File: config.mk
export PLATFORM = sky130hd
export DESIGN_NAME = mem_ctrl
export DESIGN_NICKNAME = d
export VERILOG_FILES = /design/src/rtl/mem_ctrl_pkg.sv /design/src/rtl/mem_ctrl.sv
export SDC_FILE = /design/constraint.sdc
export NUM_CORES = 1
export LEC_CHECK = 0
export BUFFER_PORTS_ARGS = -buffer_cell sky130_fd_sc_hd__clkbuf_2
export CAP_MARGIN = 15
export CORE_MARGIN = 8
export CORE_UTILIZATION = 58
export CTS_BUF_LIST = sky130_fd_sc_hd__clkbuf_8 sky130_fd_sc_hd__clkbuf_16
export CTS_CLUSTER_SIZE = 25
export DETAILED_ROUTE_END_ITERATION = 16
export PLACE_DENSITY = 0.86
export SYNTH_ARGS = -nofsm -noshare
export SYNTH_HDL_FRONTEND = slang
export SYNTH_SLANG_ARGS = --single-unit
File: constraint.sdc
create_clock -name clk_in -period 6.05 [get_ports clk_in]
set_clock_uncertainty 0.15 [all_clocks]
set_input_delay 0.3025 -clock clk_in [delete_from_list [all_inputs] [get_ports clk_in]]
set_output_delay 0.3025 -clock clk_in [all_outputs]
set_load 0.1 [all_outputs]
File: src/rtl/mem_ctrl_pkg.sv
// -----------------------------------------------------------------------------
// mem_ctrl_pkg
// Shared constants for the unified byte-wide RAM port controller:
//   - read/write and enable/disable encodings
//   - funct3 and register widths
//   - FSM state and port-owner encodings
//   - funct3 -> byte-count mapping
// -----------------------------------------------------------------------------
package mem_ctrl_pkg;

  localparam logic READ_OP  = 1'b0;
  localparam logic WRITE_OP = 1'b1;
  localparam logic ENABLE   = 1'b1;
  localparam logic DISABLE  = 1'b0;

  localparam int FUNCT3_LEN = 3;
  localparam int REG_LEN    = 32;
  localparam int CNT_W      = 3;

  localparam logic [1:0] ST_IDLE  = 2'd0;
  localparam logic [1:0] ST_READ  = 2'd1;
  localparam logic [1:0] ST_WRITE = 2'd2;
  localparam logic [1:0] ST_DONE  = 2'd3;

  localparam logic OWNER_IF  = 1'b0;
  localparam logic OWNER_MEM = 1'b1;

  // Access size in bytes from funct3[1:0]: 00=1, 01=2, 1x=4.
  function automatic logic [CNT_W-1:0] funct3_to_len(input logic [1:0] size_code);
    logic [CNT_W-1:0] len;
    case (size_code)
      2'b00:   len = 3'd1;
      2'b01:   len = 3'd2;
      default: len = 3'd4;
    endcase
    return len;
  endfunction

endpackage

File: src/rtl/mem_ctrl.sv
// -----------------------------------------------------------------------------
// mem_ctrl
// Sole owner of the byte-wide unified RAM port. Arbitrates between instruction
// fetch (IF) and load/store (MEM); MEM always wins a tie. Multi-byte accesses
// are sequenced one byte per cycle, little-endian, and completion is reported
// with a one-cycle ready pulse in the DONE state.
//
// Ports:
//   clk_in, rst_in (sync, active high), rdy_in (low freezes everything)
//   if_req_i/if_addr_i/if_flush_i     -> if_ready_o/if_inst_o
//   mem_wr_enable_i/mem_wr_i/mem_funct3_i/mem_addr_i/mem_data_i
//                                     -> load_store_ready_o/load_data_o
//   memctrl_off_o : 1 when no MEM access is outstanding
//   ram_din_i / ram_dout_o / ram_a_o / ram_wr_o : RAM side (sync-read RAM)
//
// Optional feature (macro MEMCTRL_IO_FULL_EN): adds io_buffer_full_i; write
// bytes at addresses >= IO_BASE wait while it is high, and every I/O byte
// write is followed by one idle cycle.
// -----------------------------------------------------------------------------
module mem_ctrl
  import mem_ctrl_pkg::*;
#(
  parameter int                ADDR_W  = 32,
  parameter logic [ADDR_W-1:0] IO_BASE = 32'h30000
) (
  input  logic              clk_in,
  input  logic              rst_in,
  input  logic              rdy_in,
  input  logic              if_req_i,
  input  logic [ADDR_W-1:0] if_addr_i,
  input  logic              if_flush_i,
  output logic              if_ready_o,
  output logic [31:0]       if_inst_o,
  input  logic              mem_wr_enable_i,
  input  logic              mem_wr_i,
  input  logic [2:0]        mem_funct3_i,
  input  logic [ADDR_W-1:0] mem_addr_i,
  input  logic [31:0]       mem_data_i,
  output logic              load_store_ready_o,
  output logic [31:0]       load_data_o,
  output logic              memctrl_off_o,
`ifdef MEMCTRL_IO_FULL_EN
  input  logic              io_buffer_full_i,
`endif
  input  logic [7:0]        ram_din_i,
  output logic [7:0]        ram_dout_o,
  output logic [ADDR_W-1:0] ram_a_o,
  output logic              ram_wr_o
);

  logic [1:0]         state_r, state_nxt_s;
  logic               owner_r, owner_nxt_s;
  logic [CNT_W-1:0]   cnt_r, cnt_nxt_s;
  logic [CNT_W-1:0]   len_r, len_nxt_s;
  logic [ADDR_W-1:0]  base_r, base_nxt_s;
  logic [REG_LEN-1:0] data_r, data_nxt_s;
  logic               gap_r, gap_nxt_s;
  logic               if_ready_r, if_ready_nxt_s;
  logic               ls_ready_r, ls_ready_nxt_s;
  logic [31:0]        if_inst_r, if_inst_nxt_s;
  logic [31:0]        load_data_r, load_data_nxt_s;
  logic [7:0]         ram_dout_r, ram_dout_nxt_s;
  logic [ADDR_W-1:0]  ram_a_r, ram_a_nxt_s;
  logic               ram_wr_r, ram_wr_nxt_s;

  logic               io_full_s;
  logic               io_gap_en_s;
  logic               mem_req_s;
  logic               if_req_ok_s;
  logic               flush_if_s;
  logic [ADDR_W-1:0]  byte_addr_s;
  logic [7:0]         wr_byte_s;
  logic [1:0]         cap_idx_s;
  logic [REG_LEN-1:0] asm_s;
  logic               acc_io_s;
  logic               byte_io_s;
  logic               unused_s;

  // Without the I/O back-pressure feature the blocking terms are tied off and
  // the related logic folds away.
`ifdef MEMCTRL_IO_FULL_EN
  assign io_full_s   = io_buffer_full_i;
  assign io_gap_en_s = 1'b1;
`else
  assign io_full_s   = 1'b0;
  assign io_gap_en_s = 1'b0;
`endif

  assign unused_s    = mem_funct3_i[2];
  assign mem_req_s   = (mem_wr_enable_i == ENABLE);
  assign if_req_ok_s = if_req_i & ~if_flush_i;
  assign flush_if_s  = if_flush_i & (owner_r == OWNER_IF);
  // cnt_r doubles as the index of the next byte to issue.
  assign byte_addr_s = base_r + ADDR_W'(cnt_r);
  assign wr_byte_s   = data_r[{cnt_r[1:0], 3'b000} +: 8];
  // Read data lags the issued address by two edges.
  assign cap_idx_s   = 2'(cnt_r - 3'd2);
  assign acc_io_s    = (mem_addr_i >= IO_BASE);
  assign byte_io_s   = (byte_addr_s >= IO_BASE);

  assign if_ready_o         = if_ready_r;
  assign if_inst_o          = if_inst_r;
  assign load_store_ready_o = ls_ready_r;
  assign load_data_o        = load_data_r;
  assign ram_dout_o         = ram_dout_r;
  assign ram_a_o            = ram_a_r;
  // A stalled write strobe is withheld so the byte is re-issued on resume.
  assign ram_wr_o           = ram_wr_r & rdy_in;
  assign memctrl_off_o      = ~mem_wr_enable_i | ((state_r == ST_DONE) & (owner_r == OWNER_MEM));

  // Merge the incoming RAM byte into the assembly word.
  always_comb begin
    asm_s = data_r;
    asm_s[{cap_idx_s, 3'b000} +: 8] = ram_din_i;
  end

  // State and registered outputs; rdy_in low freezes everything.
  always_ff @(posedge clk_in) begin
    if (rst_in) begin
      state_r     <= ST_IDLE;
      owner_r     <= OWNER_IF;
      cnt_r       <= 3'd0;
      len_r       <= 3'd0;
      base_r      <= {ADDR_W{1'b0}};
      data_r      <= 32'd0;
      gap_r       <= 1'b0;
      if_ready_r  <= 1'b0;
      ls_ready_r  <= 1'b0;
      if_inst_r   <= 32'd0;
      load_data_r <= 32'd0;
      ram_dout_r  <= 8'd0;
      ram_a_r     <= {ADDR_W{1'b0}};
      ram_wr_r    <= 1'b0;
    end else if (rdy_in) begin
      state_r     <= state_nxt_s;
      owner_r     <= owner_nxt_s;
      cnt_r       <= cnt_nxt_s;
      len_r       <= len_nxt_s;
      base_r      <= base_nxt_s;
      data_r      <= data_nxt_s;
      gap_r       <= gap_nxt_s;
      if_ready_r  <= if_ready_nxt_s;
      ls_ready_r  <= ls_ready_nxt_s;
      if_inst_r   <= if_inst_nxt_s;
      load_data_r <= load_data_nxt_s;
      ram_dout_r  <= ram_dout_nxt_s;
      ram_a_r     <= ram_a_nxt_s;
      ram_wr_r    <= ram_wr_nxt_s;
    end
  end

  // Next-state logic: arbitration, byte sequencing end points, flush abort.
  always_comb begin
    state_nxt_s = state_r;
    case (state_r)
      ST_IDLE: begin
        if (mem_req_s) begin
          state_nxt_s = (mem_wr_i == WRITE_OP) ? ST_WRITE : ST_READ;
        end else if (if_req_ok_s) begin
          state_nxt_s = ST_READ;
        end else begin
          state_nxt_s = ST_IDLE;
        end
      end
      ST_READ: begin
        if (flush_if_s) begin
          state_nxt_s = ST_IDLE;
        end else if (cnt_r == len_r + 3'd1) begin
          state_nxt_s = ST_DONE;
        end else begin
          state_nxt_s = ST_READ;
        end
      end
      ST_WRITE: begin
        if (!gap_r && (cnt_r == len_r)) begin
          state_nxt_s = ST_DONE;
        end else begin
          state_nxt_s = ST_WRITE;
        end
      end
      ST_DONE:  state_nxt_s = ST_IDLE;
      default:  state_nxt_s = ST_IDLE;
    endcase
  end

  // Next values of the datapath and the registered outputs.
  always_comb begin
    owner_nxt_s     = owner_r;
    cnt_nxt_s       = cnt_r;
    len_nxt_s       = len_r;
    base_nxt_s      = base_r;
    data_nxt_s      = data_r;
    gap_nxt_s       = gap_r;
    if_ready_nxt_s  = 1'b0;
    ls_ready_nxt_s  = 1'b0;
    if_inst_nxt_s   = if_inst_r;
    load_data_nxt_s = load_data_r;
    ram_dout_nxt_s  = ram_dout_r;
    ram_a_nxt_s     = ram_a_r;
    ram_wr_nxt_s    = DISABLE;
    case (state_r)
      ST_IDLE: begin
        if (mem_req_s) begin
          owner_nxt_s = OWNER_MEM;
          len_nxt_s   = funct3_to_len(mem_funct3_i[1:0]);
          base_nxt_s  = mem_addr_i;
          ram_a_nxt_s = mem_addr_i;
          gap_nxt_s   = 1'b0;
          if (mem_wr_i == WRITE_OP) begin
            data_nxt_s = mem_data_i;
            if (io_full_s && acc_io_s) begin
              // Byte 0 is retried from WRITE once the I/O buffer drains.
              cnt_nxt_s = 3'd0;
            end else begin
              cnt_nxt_s      = 3'd1;
              ram_dout_nxt_s = mem_data_i[7:0];
              ram_wr_nxt_s   = ENABLE;
              gap_nxt_s      = io_gap_en_s & acc_io_s;
            end
          end else begin
            data_nxt_s = 32'd0;
            cnt_nxt_s  = 3'd1;
          end
        end else if (if_req_ok_s) begin
          owner_nxt_s = OWNER_IF;
          len_nxt_s   = 3'd4;
          base_nxt_s  = if_addr_i;
          ram_a_nxt_s = if_addr_i;
          data_nxt_s  = 32'd0;
          cnt_nxt_s   = 3'd1;
          gap_nxt_s   = 1'b0;
        end else begin
          cnt_nxt_s = 3'd0;
        end
      end
      ST_READ: begin
        if (flush_if_s) begin
          cnt_nxt_s = 3'd0;
        end else begin
          cnt_nxt_s = cnt_r + 3'd1;
          if (cnt_r < len_r) begin
            ram_a_nxt_s = byte_addr_s;
          end else begin
            ram_a_nxt_s = ram_a_r;
          end
          if (cnt_r >= 3'd2) begin
            data_nxt_s = asm_s;
          end else begin
            data_nxt_s = data_r;
          end
          if (cnt_r == len_r + 3'd1) begin
            cnt_nxt_s = 3'd0;
            if (owner_r == OWNER_MEM) begin
              ls_ready_nxt_s  = 1'b1;
              load_data_nxt_s = asm_s;
            end else begin
              if_ready_nxt_s = 1'b1;
              if_inst_nxt_s  = asm_s;
            end
          end else begin
            ls_ready_nxt_s = 1'b0;
          end
        end
      end
      ST_WRITE: begin
        if (gap_r) begin
          gap_nxt_s = 1'b0;
        end else if (cnt_r < len_r) begin
          if (io_full_s && byte_io_s) begin
            cnt_nxt_s = cnt_r;
          end else begin
            ram_a_nxt_s    = byte_addr_s;
            ram_dout_nxt_s = wr_byte_s;
            ram_wr_nxt_s   = ENABLE;
            cnt_nxt_s      = cnt_r + 3'd1;
            gap_nxt_s      = io_gap_en_s & byte_io_s;
          end
        end else begin
          ls_ready_nxt_s = 1'b1;
          cnt_nxt_s      = 3'd0;
        end
      end
      ST_DONE:  cnt_nxt_s = 3'd0;
      default:  cnt_nxt_s = 3'd0;
    endcase
  end

endmodule

---- Word level (Yosys, flattened, before mapping) ----
Index checks and enable logic that the tools add are counted.
word-level totals
  word-level logic and storage cells ...... 116
  output and inout port bits .............. 108
  bits in registers ....................... 181
  input port bits ......................... 114
cells by class
  reduce and logical (&&, ||, !) cells .... 16
  multiplexer cells ....................... 54
  $lt $le $gt $ge ......................... 2
  add/sub/neg operators ................... 5
  bitwise gates (word level) .............. 9
  shift operators ......................... 3
  equal/unequal tests ..................... 13
operators with widths
  operator                  number
  $mux W32                  10
  $pmux W32 S3              1
  $pmux W32 S2              1
  $add A32 B3 Y32           1
  $bwmux W32                1
  $mux W8                   4
  $shift A8 B7 Y32 const A  1
  $shiftx A32 B6 Y8         1
  $shiftx A8 B7 Y32         1
  $mux W1                   20
  $reduce_and A5 Y1         4
  $mux W3                   6
  $pmux W8 S2               1
  $ne A2 B2 Y1 const B      6
  $pmux W3 S4               1
  $mux W2                   4
  $pmux W2 S4               1
  $neg A5 Y7                1
  $add A3 B1 Y3 const B     2
  $eq A3 B3 Y1              2
  $pmux W1 S2               3
  $pmux W3 S2               1
  $reduce_and A3 Y1         2
  $reduce_and A6 Y1         1
  other kinds (15)          26

---- Longest topological paths before layout ----
Gate-level depths: netlist of the first run.
  depth in word-level cells ............... 7
  gate-level depth with buffers ........... 10
  depth with buffers taken out ............ 7

---- Worst setup path after synthesis of the first run ----
No wires, ideal clock.
  path type ............................... register to register
  from .................................... reg cnt_r[0]
  to ...................................... reg if_inst_r[10] (netlist: if_inst_o[10])
  stages on the path, launching flop included .. 10
  setup time .............................. 86 ps
  period minus slack after synthesis ...... 2940 ps
  path slack .............................. 3110 ps
  data required time ...................... 5814 ps
  arrival time ............................ 2704 ps
  cell sequence ........................... dfxtp_1 buf_1 inv_1 ha_1 nor3_1 nor4b_1 buf_2 buf_2 nor2_1 a211oi_1
on the way
  word-level cells in the longest chain between the ends .. 4
RTL lines
  item                                                          RTL line         RTL
  from (decl)                                                   mem_ctrl.sv:53   logic [CNT_W-1:0] cnt_r, cnt_nxt_s;
  from (signal assigned)                                        mem_ctrl.sv:137  cnt_r <= cnt_nxt_s;
  $sub A2 B2 Y2                                                 mem_ctrl.sv:97   assign cap_idx_s = 2'(cnt_r - 3'd2);
  $neg A5 Y7                                                    mem_ctrl.sv:114  asm_s[{cap_idx_s, 3'b000} +: 8] = ram_din_i;
  $shiftx A8 B7 Y32 / $shift A8 B7 Y32 (equally long branches)  mem_ctrl.sv:114
  $bwmux W32                                                    mem_ctrl.sv:114
  to (signal assigned)                                          mem_ctrl.sv:144  if_inst_r <= if_inst_nxt_s;
  to (decl)                                                     mem_ctrl.sv:60   logic [31:0] if_inst_r, if_inst_nxt_s;
Several ways; a longest one is shown, not always the timed one.
A chain may end at the register's enable or synchronous reset.

---- Worst setup path after layout of the first run ----
  from .................................... reg state_r[0]
  to ...................................... reg ram_a_r[21] (netlist: ram_a_o[21])
on the way
  word-level cells in the longest chain between the ends .. 3
RTL lines
  item                                                  RTL line         RTL
  from (decl)                                           mem_ctrl.sv:51   logic [1:0] state_r, state_nxt_s;
  from (signal assigned)                                mem_ctrl.sv:135  state_r <= state_nxt_s;
  $eq A2 B1 Y1, or another cell as far along            mem_ctrl.sv:201  case (state_r)
  $ne A2 B2 Y1 (no line), or another cell as far along  n/a
  $reduce_and A5 Y1 (no line)                           n/a
  to (signal assigned)                                  mem_ctrl.sv:132  ram_a_r <= {ADDR_W{1'b0}};
  to (signal assigned)                                  mem_ctrl.sv:147  ram_a_r <= ram_a_nxt_s;
  to (decl)                                             mem_ctrl.sv:63   logic [ADDR_W-1:0] ram_a_r, ram_a_nxt_s;
Several ways; a longest one is shown, not always the timed one.

==> impl_summary.log, run 1 <==
INFO  metric outcome = completed
INFO  metric drt_drc_violations_left = 0
INFO  metric seq_area_frac_synth = 40.1%
INFO  metric worstPathMaxFanout = 35
INFO  metric route.final.wire_length = around 27000 um
INFO  metric cts_root_buffer = sky130_fd_sc_hd__clkbuf_16
INFO  metric finalWorstPathRequiredPeriod = roughly 3.9 ns
INFO  metric finalWeightedCongestion = roughly 0.9
INFO  metric worst-slew-pin-transition = about 1.2 ns
INFO  metric synth-edff-count = 0
INFO  metric grt_start_max_net_pins = between 70 and 80
INFO  metric r2r-start = state_r[0]
INFO  metric antenna_cell_count = 0
INFO  metric yosysTopAreaCellShare = between 40% and 50%
INFO  metric core_footprint = 15100 um^2
INFO  metric number_of_instances_in_the_synthesized_netlist = around 1100
INFO  metric post_cts.resized_instances = 0
INFO  metric slowest_cell_on_the_critical_path = sky130_fd_sc_hd__ha_1
INFO  metric design.final.nets = about 1400
INFO  metric worst_ep_arrival_time = 4.15 ns
INFO  metric timing.critical_path.depth = 7
INFO  metric ctsHtreeMaxLevel = 4
INFO  metric synthDistinctLibCells = 57
INFO  metric synth_warnings = 0
INFO  metric final_max_slew_viols = 0
INFO  metric hold_depth = 3
INFO  metric die_area = 19700 um^2
INFO  metric power.static_leakage = 4.25 nW
INFO  metric cp_cell_sequence = inv_1 -> ha_1 -> clkinv_1 -> mux2_2 -> or3_1 -> or4_1 -> o221ai_1
INFO  metric synth.ff_latch_count = between 150 and 200
INFO  metric dpl_cell_area = roughly 10000 um^2
INFO  metric final_design_area_no_fill = ~11000 um^2
INFO  metric clock_insertion_delay_worst_skew = ~0.44 ns
INFO  metric critPathCaptureType = flip-flop
INFO  metric slowest_delay = ~1.1 ns
INFO  metric critPathLaunchType = flip-flop
INFO  metric postSynth.topFlopCell = sky130_fd_sc_hd__dfxtp_1
INFO  metric rr_endpoint = ram_a_o[21]
INFO  metric post_dr_vias_cell = between 6 and 7
INFO  metric critPathBufInv = 2
INFO  metric globalRouteOverflowTotal = 0
INFO  metric biggest_area_consumer_among_synthesized_cells = sky130_fd_sc_hd__dfxtp_1
INFO  metric setup-violations-final = 0
INFO  metric synth_top_cells_by_area = sky130_fd_sc_hd__dfxtp_1 (40%), sky130_fd_sc_hd__a211oi_1 (12%), sky130_fd_sc_hd__nor2_1 (6.8%)
INFO  metric r2r_setup_slk = approximately 2.1 ns
INFO  metric detail_route.first_pass.iterations = 5
INFO  metric critical_path_required = 6.26 ns
INFO  metric crit_type = reg -> reg
INFO  metric remaining_antenna_violation_count_after_routing = 0
INFO  metric syn-num-nets = roughly 1200
INFO  metric clk_pin_slew = 0.07 ns
INFO  metric timing.slew.headroom = 23.3%
INFO  metric power_density = 299 nW/um^2
INFO  metric cpLargestDelayFamily = simple AND/OR/NAND/NOR gates
INFO  metric unrepaired_setup_endpoints_after_global_routing = no
INFO  metric detail_route.wl_per_cell = ~19 um
INFO  metric ios = roughly 220
INFO  metric fp_rows = 45
INFO  metric grt_pass1_wl = approximately 43000 um
INFO  metric global_route.usage.total = a little over a quarter
INFO  metric maxCapViolations = 0
INFO  metric finalHoldWorstSlack = 0.0203 ns
INFO  metric fmax = 0.253 GHz
INFO  metric synth.avg_cell_area = 8.49 um^2
INFO  metric vdd.ir_drop.worst = 0.238 mV
INFO  metric cts_made_buffers = 17
INFO  metric initial_core_util = about three fifths
INFO  metric tritoncts = yes
INFO  metric netlist_area = ~9000 um^2
INFO  metric floorplan.die.width = ~140 um
INFO  metric worstSetupEndpoint = ram_a_o[21]
INFO  metric setup_total_negative_slack = 0 ns
INFO  metric antenna_found_initial = 0
INFO  metric finalHoldViolCount = 0
INFO  metric path_depth_of_the_worst_reg2reg_path = 7
INFO  metric place_hpwl = between 15000 and 20000 um
INFO  metric clock_tree_sinks = 180
INFO  metric p_r_area_growth_vs_syn = 19.2%
INFO  metric period_share = 65.2%
INFO  metric holdCritPathClass = in -> reg
INFO  metric synthArstFlopShare = 0%
INFO  metric drt_iter0_drcs = 841
INFO  metric cts_max_path_buffers = 2
INFO  metric first_global_vias = approximately 8500
INFO  metric floorplan.die.height = about 140 um
INFO  metric drive_above_1_share = 23.8%
INFO  metric port_buffers = 220
INFO  metric vias = approximately 9000
INFO  metric setup.worst_path.start = state_r[0]
-- metrics by stage --
step	utilization, %	power (W)	setup WS, ns	std cells
2_1_floorplan	-	0.00195	3.11	1058
3_5_place_dp	66.8	0.00214	2.22	1393
6_report	70.7	0.00320	2.10	1427
4_1_cts	70.6	0.00319	2.21	1426
3_3_place_gp	66.8	0.00212	2.30	1393
5_1_grt	70.7	0.00332	1.95	1427
-- flip-flops by register name (all words and copies together) (netlist names) --
signal,flops
data_r,32
len_r,3
ram_a_o,32
if_inst_o,32
owner_r,1
state_r,2
load_data_o,32
ram_wr_r,1
base_r,32
if_ready_o,1
ram_dout_o,8
cnt_r,3
load_store_ready_o,1
-- worst min-delay path by stage --
| stage | start | end | slack [ns] |
|---|---|---|---|
| 2_1_floorplan | mem_funct3_i[0] | len_r[1] | 0.30 |
| 3_3_place_gp | ram_a_o[8] | ram_a_o[8] | 0.29 |
| 3_5_place_dp | ram_a_o[8] | ram_a_o[8] | 0.30 |
| 4_1_cts | mem_data_i[20] | data_r[20] | 0.01 |
| 5_1_grt | mem_data_i[15] | data_r[15] | 0.04 |
| 6_report | mem_wr_i | ram_wr_r | 0.02 |
-- cells in the final DEF (no fill, tap or decap), types with 9 or more instances in the layout --
cell type                   Yosys  final
sky130_fd_sc_hd__a211oi_1     139    139
sky130_fd_sc_hd__a21oi_1       73     73
sky130_fd_sc_hd__a31oi_1       26     26
sky130_fd_sc_hd__buf_4          0     14
sky130_fd_sc_hd__clkbuf_16      0     17
sky130_fd_sc_hd__clkbuf_2       0    219
sky130_fd_sc_hd__dfxtp_1      180    180
sky130_fd_sc_hd__ha_1          17     17
sky130_fd_sc_hd__inv_1         10     10
sky130_fd_sc_hd__mux2i_1       43     43
sky130_fd_sc_hd__nand2_1       61     61
sky130_fd_sc_hd__nand3_1        9      9
sky130_fd_sc_hd__nand4_1       13     13
sky130_fd_sc_hd__nor2_1       163    162
sky130_fd_sc_hd__nor2b_1       77     77
sky130_fd_sc_hd__nor3_1        14     12
sky130_fd_sc_hd__nor4_1        19     19
sky130_fd_sc_hd__o211ai_1      10     10
sky130_fd_sc_hd__o21ai_0       10     10
sky130_fd_sc_hd__o22ai_1       11     11
sky130_fd_sc_hd__xor2_1        15     15
-- per-layer routing --
metal  wire (um)  vias up  track usage [%]  part of all wire [%]
met2       12500      481             42.5                    46
li1            -     4207                -                     -
met1       10900     4020             33.2                    41
met4         714        0             10.5                   2.6
met5           0        -                0                     0
met3        2820       57             8.09                    10
-- cell usage after synthesis (3+ instances only) --
cell                       count
sky130_fd_sc_hd__nand3_1       9
sky130_fd_sc_hd__and2_1        3
sky130_fd_sc_hd__o21ai_0      10
sky130_fd_sc_hd__and4_1        3
sky130_fd_sc_hd__a21oi_1      73
sky130_fd_sc_hd__xnor2_1       5
sky130_fd_sc_hd__buf_2        10
sky130_fd_sc_hd__and3_1        8
sky130_fd_sc_hd__buf_1        14
sky130_fd_sc_hd__nor2b_1      77
sky130_fd_sc_hd__nand2_1      61
sky130_fd_sc_hd__a32o_1        3
sky130_fd_sc_hd__mux2i_1      43
sky130_fd_sc_hd__mux2_2        5
sky130_fd_sc_hd__mux4_2        8
sky130_fd_sc_hd__a31o_2        5
sky130_fd_sc_hd__o22ai_1      11
sky130_fd_sc_hd__xor2_1       15
sky130_fd_sc_hd__clkbuf_1     62
sky130_fd_sc_hd__nand3b_1      3
sky130_fd_sc_hd__ha_1         17
sky130_fd_sc_hd__dfxtp_1     180
sky130_fd_sc_hd__nor3_1       14
sky130_fd_sc_hd__o211ai_1     10
sky130_fd_sc_hd__nand4_1      13
sky130_fd_sc_hd__nor2_1      163
sky130_fd_sc_hd__nand2b_1      4
sky130_fd_sc_hd__a211oi_1    139
sky130_fd_sc_hd__nor4_1       19
sky130_fd_sc_hd__inv_1        10
sky130_fd_sc_hd__or4_1         4
sky130_fd_sc_hd__a31oi_1      26
-- report_power, final --
| group | internal (W) | switching [W] | leakage (nW) | total (W) |
|---|---|---|---|---|
| clock network | 0.000546 | 0.000528 | 0.271 | 0.00107 |
| registers | 0.00127 | 0.0000750 | 1.47 | 0.00134 |
| logic | 0.000221 | 0.000560 | 2.51 | 0.000781 |
| total | 0.00204 | 0.00116 | 4.25 | 0.00320 |
-- worst register-to-register path, cell delays in order (launching register included) --
cell and delay [ns]:
sky130_fd_sc_hd__dfxtp_1 0.40, sky130_fd_sc_hd__inv_1 0.08, sky130_fd_sc_hd__ha_1 1.06, sky130_fd_sc_hd__clkinv_1 0.25
sky130_fd_sc_hd__mux2_2 0.44, sky130_fd_sc_hd__or3_1 0.78, sky130_fd_sc_hd__or4_1 0.63, sky130_fd_sc_hd__o221ai_1 0.08
-- final cells by class --
cell class | instances | area [um^2]
clock buffers | 17 | 425
clock inverters | 15 | 136
fillers | 1171 | 4440
inverters | 12 | 45.0
multi-input cells | 780 | 5030
flip-flops and latches | 180 | 3600
well taps | 188 | 235
repair buffers | 235 | 1230
-- cell families (layout without fill, tap and decap cells) --
logic type,count (synthesis),after routing,share of synthesized area (%)
adder cells (fa/ha/maj),18,18,2.59
flip-flops,180,180,40.1
multiplexers,56,56,7.43
buffers and inverters,98,279,4.24
AO/OA/AOI/OAI,295,295,22.3
XOR/XNOR,21,21,2.22
AND/OR/NAND/NOR,390,390,21.1
-- what timing repair did --
item                                   CTS  global route
endpoints found under the hold margin    1             0
hold buffers                             1             0
buffers inserted                         0             0
Power figures use the tool's default switching activity.
==> inputs of run 2 (changes only) <==
--- a/config.mk
+++ b/config.mk
@@ -5,14 +5,15 @@
 export SDC_FILE = /design/constraint.sdc
 export NUM_CORES = 1
 export LEC_CHECK = 0
+export ABC_AREA = 1
 export BUFFER_PORTS_ARGS = -buffer_cell sky130_fd_sc_hd__clkbuf_2
 export CAP_MARGIN = 15
 export CORE_MARGIN = 8
-export CORE_UTILIZATION = 58
+export CORE_UTILIZATION = 49
 export CTS_BUF_LIST = sky130_fd_sc_hd__clkbuf_8 sky130_fd_sc_hd__clkbuf_16
 export CTS_CLUSTER_SIZE = 25
 export DETAILED_ROUTE_END_ITERATION = 16
-export PLACE_DENSITY = 0.86
+export PLACE_DENSITY = 0.77
 export SYNTH_ARGS = -nofsm -noshare
 export SYNTH_HDL_FRONTEND = slang
 export SYNTH_SLANG_ARGS = --single-unit
==> constraint.sdc (replaced) <==
create_clock -name clk_in -period 3.2 [get_ports clk_in]
set_clock_uncertainty 0.15 [all_clocks]
set_input_delay 0.16 -clock clk_in [delete_from_list [all_inputs] [get_ports clk_in]]
set_output_delay 0.16 -clock clk_in [all_outputs]
set_load 0.1 [all_outputs]
==> impl_summary.log, run 2 <==
INFO  metric cts_setup_buffers = 0
INFO  metric ctsHtreeMaxLevel = 4
INFO  metric worst-slew-pin-transition = around 0.94 ns
INFO  metric outcome = completed
INFO  metric first_global_vias = just over 9000
INFO  metric setup_total_negative_slack = 0 ns
INFO  metric most-common-layout-cells = sky130_fd_sc_hd__nand2_1 (339), sky130_fd_sc_hd__clkbuf_2 (220), sky130_fd_sc_hd__dfxtp_1 (180), sky130_fd_sc_hd__a21oi_1 (179), sky130_fd_sc_hd__o21ai_0 (143)
INFO  metric period_share = between 80% and 90%
INFO  metric slowest_delay = a little under 0.7 ns
INFO  metric worst_ep_arrival_time = around 2.9 ns
INFO  metric switching_power = approximately 0.0021 W
INFO  metric combinationalPowerShare = roughly 24%
INFO  metric place_hpwl = 21800 um
INFO  metric drt_iter0_drcs = just under 800
INFO  metric globalRouteOverflowTotal = 0
INFO  metric met3_usage = approximately 6%
INFO  metric synthArstFlopShare = 0%
INFO  metric fp_rows = 50
INFO  metric cts_made_buffers = 17
INFO  metric power_density = around 500 nW/um^2
INFO  metric post_dr_vias_cell = 5.28
INFO  metric biggest_area_consumer_among_synthesized_cells = sky130_fd_sc_hd__dfxtp_1
INFO  metric clock_tree_sinks = 180
INFO  metric synth_warnings = 0
INFO  metric tritoncts = yes
INFO  metric yosysTopAreaCellShare = between 30% and 40%
INFO  metric number_of_instances_in_the_synthesized_netlist = between 1000 and 1500
INFO  metric floorplan.die.height = about 150 um
INFO  metric drive_above_1_share = roughly 17%
INFO  metric core_footprint = ~19000 um^2
INFO  metric global_route.usage.total = between 20% and 30%
INFO  metric cpLargestDelayFamily = buffers and inverters
INFO  metric finalHoldViolCount = 0
INFO  metric critPathCaptureType = flip-flop
INFO  metric synthDistinctLibCells = 34
INFO  metric slowest_cell_on_the_critical_path = sky130_fd_sc_hd__inv_1
INFO  metric internal_power = between 0.003 and 0.004 W
INFO  metric power.static_leakage = 5.14 nW
INFO  metric seq_area_frac_synth = 38.6%
INFO  metric finalWeightedCongestion = about 0.93
INFO  metric post_synth_most_frequent_cells = sky130_fd_sc_hd__nand2_1 (339), sky130_fd_sc_hd__dfxtp_1 (180), sky130_fd_sc_hd__a21oi_1 (179), sky130_fd_sc_hd__o21ai_0 (143), sky130_fd_sc_hd__nor2_1 (133)
INFO  metric synth.ff_latch_count = between 150 and 200
INFO  metric vdd.ir_drop.worst = 0.382 mV
INFO  metric clock_insertion_delay_worst_skew = 0.43 ns
INFO  metric ios = 222
INFO  metric design.final.nets = 1767
INFO  metric met2_track_utilization_from_global_routing = 39.1%
INFO  metric finalWorstPathRequiredPeriod = 2.68 ns
INFO  metric initial_core_util = 49.9%
INFO  metric layout.cells.most_common = sky130_fd_sc_hd__nand2_1
INFO  metric setup-violations-final = 0
INFO  metric floorplan.die.width = ~150 um
INFO  metric vias = between 9000 and 10000
INFO  metric synth_most_common_cell = sky130_fd_sc_hd__nand2_1
INFO  metric remaining_antenna_violation_count_after_routing = 0
INFO  metric most_frequent_cp_cell = sky130_fd_sc_hd__inv_1
INFO  metric grt_start_max_net_pins = 75
INFO  metric syn-num-nets = 1530
INFO  metric postCtsHoldBufs = 69
INFO  metric detail_route.wl_per_cell = around 16 um
INFO  metric holdCritPathClass = in -> reg
INFO  metric top_usage_layer = met2
INFO  metric critPathLaunchType = flip-flop
INFO  metric p_r_area_growth_vs_syn = 25.4%
INFO  metric drt_drc_violations_left = 0
INFO  metric pwr_total = a little under 0.006 W
INFO  metric critical_path_required = between 3 and 4 ns
INFO  metric worstPathMaxFanout = 32
INFO  metric synth-edff-count = 0
INFO  metric critPathBufInv = 4
INFO  metric route.final.wire_length = about 31000 um
INFO  metric synth_top_cells_by_area = sky130_fd_sc_hd__dfxtp_1 (39%), sky130_fd_sc_hd__nand2_1 (14%), sky130_fd_sc_hd__a21oi_1 (9.6%)
INFO  metric maxCapViolations = 0
INFO  metric final_critical_path_setup_slack = between 0.5 and 0.6 ns
INFO  metric grt.met1_usage = roughly a third
INFO  metric antenna_found_initial = 0
INFO  metric p_seq_share = between 40 and 50%
INFO  metric die_area = approximately 24000 um^2
INFO  metric post_cts.resized_instances = 0
INFO  metric grt_pass1_wl = around 49000 um
INFO  metric cts_max_path_buffers = 2
INFO  metric unrepaired_setup_endpoints_after_global_routing = no
INFO  metric detailedPlace.worstSlack = 0.559 ns
INFO  metric cts_root_buffer = sky130_fd_sc_hd__clkbuf_16
INFO  metric fmax = around 0.37 GHz
INFO  metric clk_pin_slew = roughly 0.070 ns
INFO  metric detail_route.first_pass.iterations = 6
INFO  metric switching_share = 35.2%
INFO  metric cp_cell_sequence = inv_1 -> ha_1 -> nand2_1 -> inv_1 -> nand2_1 -> inv_1 -> nor2_1 -> a311oi_1 -> dlygate4sd3_1
INFO  metric fillerInstances = around 1700
INFO  metric crit_type = reg -> reg
INFO  metric timing.slew.headroom = a little under two fifths
INFO  metric final_max_slew_viols = 0
INFO  metric synth.avg_cell_area = 6.68 um^2
INFO  metric port_buffers = 220
INFO  metric netlist_area = between 9000 and 10000 um^2
INFO  metric postSynth.topFlopCell = sky130_fd_sc_hd__dfxtp_1
INFO  metric clockPowerShare = about 33%
## run 2: changes by cell type after synthesis, sizes merged, moves of 26 or more
cell    previous run  this run
mux2i             43        17
nand2             61       339
a211oi           140        22
o21ai             10       173
nor2b             77         0
inv               10       138
nand3              9        47
nor2             163       133
a21oi             73       179
a31oi             26         0
## run 2: worst paths after layout
| kind | from | to | slack, ns | depth (start not counted) |
|---|---|---|---|---|
| min | if_addr_i[2] | base_r[2] | 0.002 | 3 |
| max | state_r[0] | base_r[1] | 0.52 | 9 |
| min reg2reg | load_data_o[30] | load_data_o[30] | 0.29 | 2 |
| max reg2reg | state_r[0] | base_r[1] | 0.52 | 9 |
## run 2: kinds of logic after synthesis
group / Yosys count / synth area share [%]
buf+inv: 225 / 9.77
xor+xnor: 13 / 1.22
mux: 17 / 1.82
simple gates: 531 / 22.6
flops: 180 / 38.6
fa+ha+maj: 18 / 2.49
compound gates: 414 / 23.5
## run 2: power by group through the flow
stage | combinational [W] | sequential, W | clock [W]
after CTS | 0.00140 | 0.00250 | 0.00198
after detailed placement | 0.00132 | 0.00254 | 0
after global placement | 0.00131 | 0.00254 | 0
after floorplan | 0.000623 | 0.00292 | 0
final | 0.00141 | 0.00250 | 0.00196
after global routing | 0.00153 | 0.00251 | 0.00208
## run 2: final cells by class
type / instances / area (um^2) / area share (%)
Sequential cell: 180 / 3600 / 30.8
Tap cell: 234 / 293 / 2.50
Clock buffer: 18 / 439 / 3.75
Multi-Input combinational cell: 993 / 4820 / 41.2
Timing Repair Buffer: 303 / 1920 / 16.4
Clock inverter: 13 / 101 / 0.866
Inverter: 140 / 526 / 4.49
Antenna cell: 1 / 2.50 / 0.0214
## run 2: layer usage
| layer | part of all wire (%) | routed length, um |
|---|---|---|
| met5 | 0 | 0 |
| met4 | 2.6 | 796 |
| met3 | 8.1 | 2490 |
| met2 | 44 | 13600 |
| met1 | 45 | 13800 |
## run 2: worst register-to-register path: stages (launching register included)
cell and delay, ns:
sky130_fd_sc_hd__dfxtp_1 0.33, sky130_fd_sc_hd__inv_1 0.10, sky130_fd_sc_hd__ha_1 0.21, sky130_fd_sc_hd__nand2_1 0.10, sky130_fd_sc_hd__inv_1 0.10, sky130_fd_sc_hd__nand2_1 0.08
sky130_fd_sc_hd__inv_1 0.69, sky130_fd_sc_hd__nor2_1 0.09, sky130_fd_sc_hd__a311oi_1 0.22, sky130_fd_sc_hd__dlygate4sd3_1 0.57
## run 2: metrics by stage
stage | area (um^2) | hold slack (ns) | std cells | util (%)
2_1_floorplan | 9340 | 0.153 | 1398 | -
3_3_place_gp | 10500 | 0.257 | 1781 | 56.0
3_5_place_dp | 10500 | 0.271 | 1781 | 56.0
4_1_cts | 11700 | 0.00193 | 1881 | 62.6
5_1_grt | 11700 | 0.0384 | 1881 | 62.6
6_report | 11700 | 0.00198 | 1882 | 62.6
==> inputs of run 3 (changes only) <==
--- a/config.mk
+++ b/config.mk
@@ -5,15 +5,15 @@
 export SDC_FILE = /design/constraint.sdc
 export NUM_CORES = 1
 export LEC_CHECK = 0
-export ABC_AREA = 1
+export ABC_AREA = 0
 export BUFFER_PORTS_ARGS = -buffer_cell sky130_fd_sc_hd__clkbuf_2
 export CAP_MARGIN = 15
 export CORE_MARGIN = 8
-export CORE_UTILIZATION = 49
+export CORE_UTILIZATION = 54
 export CTS_BUF_LIST = sky130_fd_sc_hd__clkbuf_8 sky130_fd_sc_hd__clkbuf_16
 export CTS_CLUSTER_SIZE = 25
 export DETAILED_ROUTE_END_ITERATION = 16
-export PLACE_DENSITY = 0.77
+export PLACE_DENSITY = 0.81
 export SYNTH_ARGS = -nofsm -noshare
 export SYNTH_HDL_FRONTEND = slang
 export SYNTH_SLANG_ARGS = --single-unit
==> constraint.sdc (replaced) <==
create_clock -name clk_in -period 2.74 [get_ports clk_in]
set_clock_uncertainty 0.15 [all_clocks]
set_input_delay 0.137 -clock clk_in [delete_from_list [all_inputs] [get_ports clk_in]]
set_output_delay 0.137 -clock clk_in [all_outputs]
set_load 0.1 [all_outputs]
==> impl_summary.log, run 3 (synthesized netlist as in run 1, its figures left out) <==
INFO  metric clock_insertion_delay_worst_skew = 0.44 ns
INFO  metric globalRouteOverflowTotal = 0
INFO  metric most-common-layout-cells = sky130_fd_sc_hd__clkbuf_2 (219), sky130_fd_sc_hd__dfxtp_1 (180), sky130_fd_sc_hd__nor2_1 (162), sky130_fd_sc_hd__a211oi_1 (139), sky130_fd_sc_hd__dlygate4sd3_1 (82)
INFO  metric period_share = a little over nine tenths
INFO  metric finalWeightedCongestion = around 0.91
INFO  metric clockPowerShare = around 33%
INFO  metric vias = roughly 9400
INFO  metric worst_ep_arrival_time = about 2.8 ns
INFO  metric drt_iter0_drcs = approximately 950
INFO  metric switching_share = a little over a third
INFO  metric detail_route.first_pass.iterations = 6
INFO  metric layout.cells.most_common = sky130_fd_sc_hd__clkbuf_2
INFO  metric worstPathMaxFanout = 34
INFO  metric finalHoldViolCount = 0
INFO  metric setup_total_negative_slack = 0 ns
INFO  metric worst-slew-pin-transition = 1.10 ns
INFO  metric post_dr_vias_cell = around 6.0
INFO  metric detail_route.wl_per_cell = 18.9 um
INFO  metric global_route.usage.total = about 28%
INFO  metric cts_made_buffers = 17
INFO  metric unrepaired_setup_endpoints_after_global_routing = no
INFO  metric floorplan.die.height = between 100 and 150 um
INFO  metric place_hpwl = 20400 um
INFO  metric remaining_antenna_violation_count_after_routing = 0
INFO  metric path_depth_of_the_worst_reg2reg_path = 7
INFO  metric grt_start_max_net_pins = ~110
INFO  metric critical_path_required = a little under 3 ns
INFO  metric cts_root_buffer = sky130_fd_sc_hd__clkbuf_16
INFO  metric r2r-start = cnt_r[2]
INFO  metric tritoncts = yes
INFO  metric core_footprint = about 16000 um^2
INFO  metric finalWorstPathRequiredPeriod = approximately 2.6 ns
INFO  metric first_global_vias = 9132
INFO  metric power_density = roughly 620 nW/um^2
INFO  metric switching_power = 0.00258 W
INFO  metric final_critical_path_setup_slack = 0.131 ns
INFO  metric worstHoldEndpoint = cnt_r[0]
INFO  metric timing.slew.headroom = a little over a quarter
INFO  metric power.static_leakage = 4.74 nW
INFO  metric p_seq_share = approximately two fifths
INFO  metric final_max_slew_viols = 0
INFO  metric floorplan.die.width = 145 um
INFO  metric fp_rows = 47
INFO  metric rr_endpoint = if_inst_o[6]
INFO  metric clk_pin_slew = ~0.07 ns
INFO  metric design.final.nets = between 1000 and 1500
INFO  metric cts_max_path_buffers = 2
INFO  metric critPathLaunchType = flip-flop
INFO  metric initial_core_util = between 50% and 60%
INFO  metric holdCritPathClass = in -> reg
INFO  metric drt_drc_violations_left = 0
INFO  metric crit_type = reg -> reg
INFO  metric antenna_found_initial = 0
INFO  metric outcome = completed
INFO  metric ios = approximately 220
INFO  metric internal_power = between 0.004 and 0.005 W
INFO  metric grt_pass1_wl = 48200 um
INFO  metric die_area = 21000 um^2
INFO  metric port_buffers = 220
INFO  metric detailedPlace.worstSlack = roughly 0.17 ns
INFO  metric r2r_setup_slk = 0.13 ns
INFO  metric ctsHtreeMaxLevel = 4
INFO  metric hold_depth = 3
INFO  metric combinationalPowerShare = between 20% and 30%
INFO  metric vdd.ir_drop.worst = ~0.48 mV
INFO  metric hold_path.startpoint = rdy_in
INFO  metric route.final.wire_length = between 20000 and 30000 um
INFO  metric fmax = approximately 0.38 GHz
INFO  metric p_r_area_growth_vs_syn = 31.6%
INFO  metric critPathCaptureType = flip-flop
INFO  metric utilization = between 70% and 80%
INFO  metric setup-violations-final = 0
INFO  metric drive_above_1_share = between 20% and 30%
INFO  metric maxCapViolations = 0
INFO  metric clock_tree_sinks = 180
run 3: metrics by stage:
| step | area (um^2) | std cells | hold WS (ns) | power, W |
|---|---|---|---|---|
| 5_1_grt | 11800 | 1567 | 0.0213 | 0.00757 |
| 6_report | 11800 | 1568 | 0.0124 | 0.00730 |
| 2_1_floorplan | 8980 | 1058 | 0.135 | 0.00430 |
| 3_3_place_gp | 10400 | 1453 | 0.249 | 0.00473 |
| 3_5_place_dp | 10400 | 1453 | 0.256 | 0.00477 |
| 4_1_cts | 11800 | 1567 | 0.000474 | 0.00728 |
run 3: how the worst max path moves through the flow:
stage	slack (ns)	start	endpoint
3_3_place_gp	0.24	cnt_r[0]	if_inst_o[11]
6_report	0.13	cnt_r[2]	if_inst_o[6]
2_1_floorplan	0.08	cnt_r[0]	if_inst_o[10]
3_5_place_dp	0.17	cnt_r[2]	if_inst_o[9]
4_1_cts	0.12	cnt_r[2]	if_inst_o[9]
5_1_grt	0.02	cnt_r[0]	if_inst_o[6]
run 3: metal layers:
| metal | vias to the layer above | wire length [um] | GRT usage (%) |
|---|---|---|---|
| met5 | - | 0 | 0 |
| met4 | 0 | 1140 | 13.2 |
| met3 | 95 | 2970 | 6.41 |
| met2 | 546 | 14000 | 45.5 |
| met1 | 4373 | 11500 | 33.4 |
| li1 | 4418 | - | - |
run 3: power by group through the flow:
stage / Clock (W) / Combinational (W) / Sequential, W
6_report: 0.00243 / 0.00190 / 0.00296
3_5_place_dp: 0 / 0.00176 / 0.00301
5_1_grt: 0.00256 / 0.00203 / 0.00299
2_1_floorplan: 0 / 0.000819 / 0.00348
4_1_cts: 0.00245 / 0.00187 / 0.00296
3_3_place_gp: 0 / 0.00173 / 0.00301
run 3: timing repair:
action                                  CTS  global route
hold endpoints to repair                 94             0
endpoints found under the setup margin    0            32
hold buffers                             82             0
setup buffers                             0             0
resized for setup                         0             2
run 3: final cells by class:
class | instances | area (um^2)
clock inverters | 14 | 140
inverters | 12 | 45.0
repair buffers | 343 | 2270
diodes | 1 | 2.50
multi-input cells | 780 | 5030
flip-flops and latches | 180 | 3600
clock buffers | 18 | 439
fillers | 1202 | 4590
well taps | 220 | 275
run 3: worst max-delay path: stages, from the launching register on:
cell and delay [ns]:
sky130_fd_sc_hd__dfxtp_1 0.33, sky130_fd_sc_hd__buf_4 0.16, sky130_fd_sc_hd__xor3_1 0.40, sky130_fd_sc_hd__nor3_2 0.31, sky130_fd_sc_hd__nor4b_2 0.38, sky130_fd_sc_hd__buf_6 0.31
sky130_fd_sc_hd__nor2_1 0.10, sky130_fd_sc_hd__a211oi_1 0.33
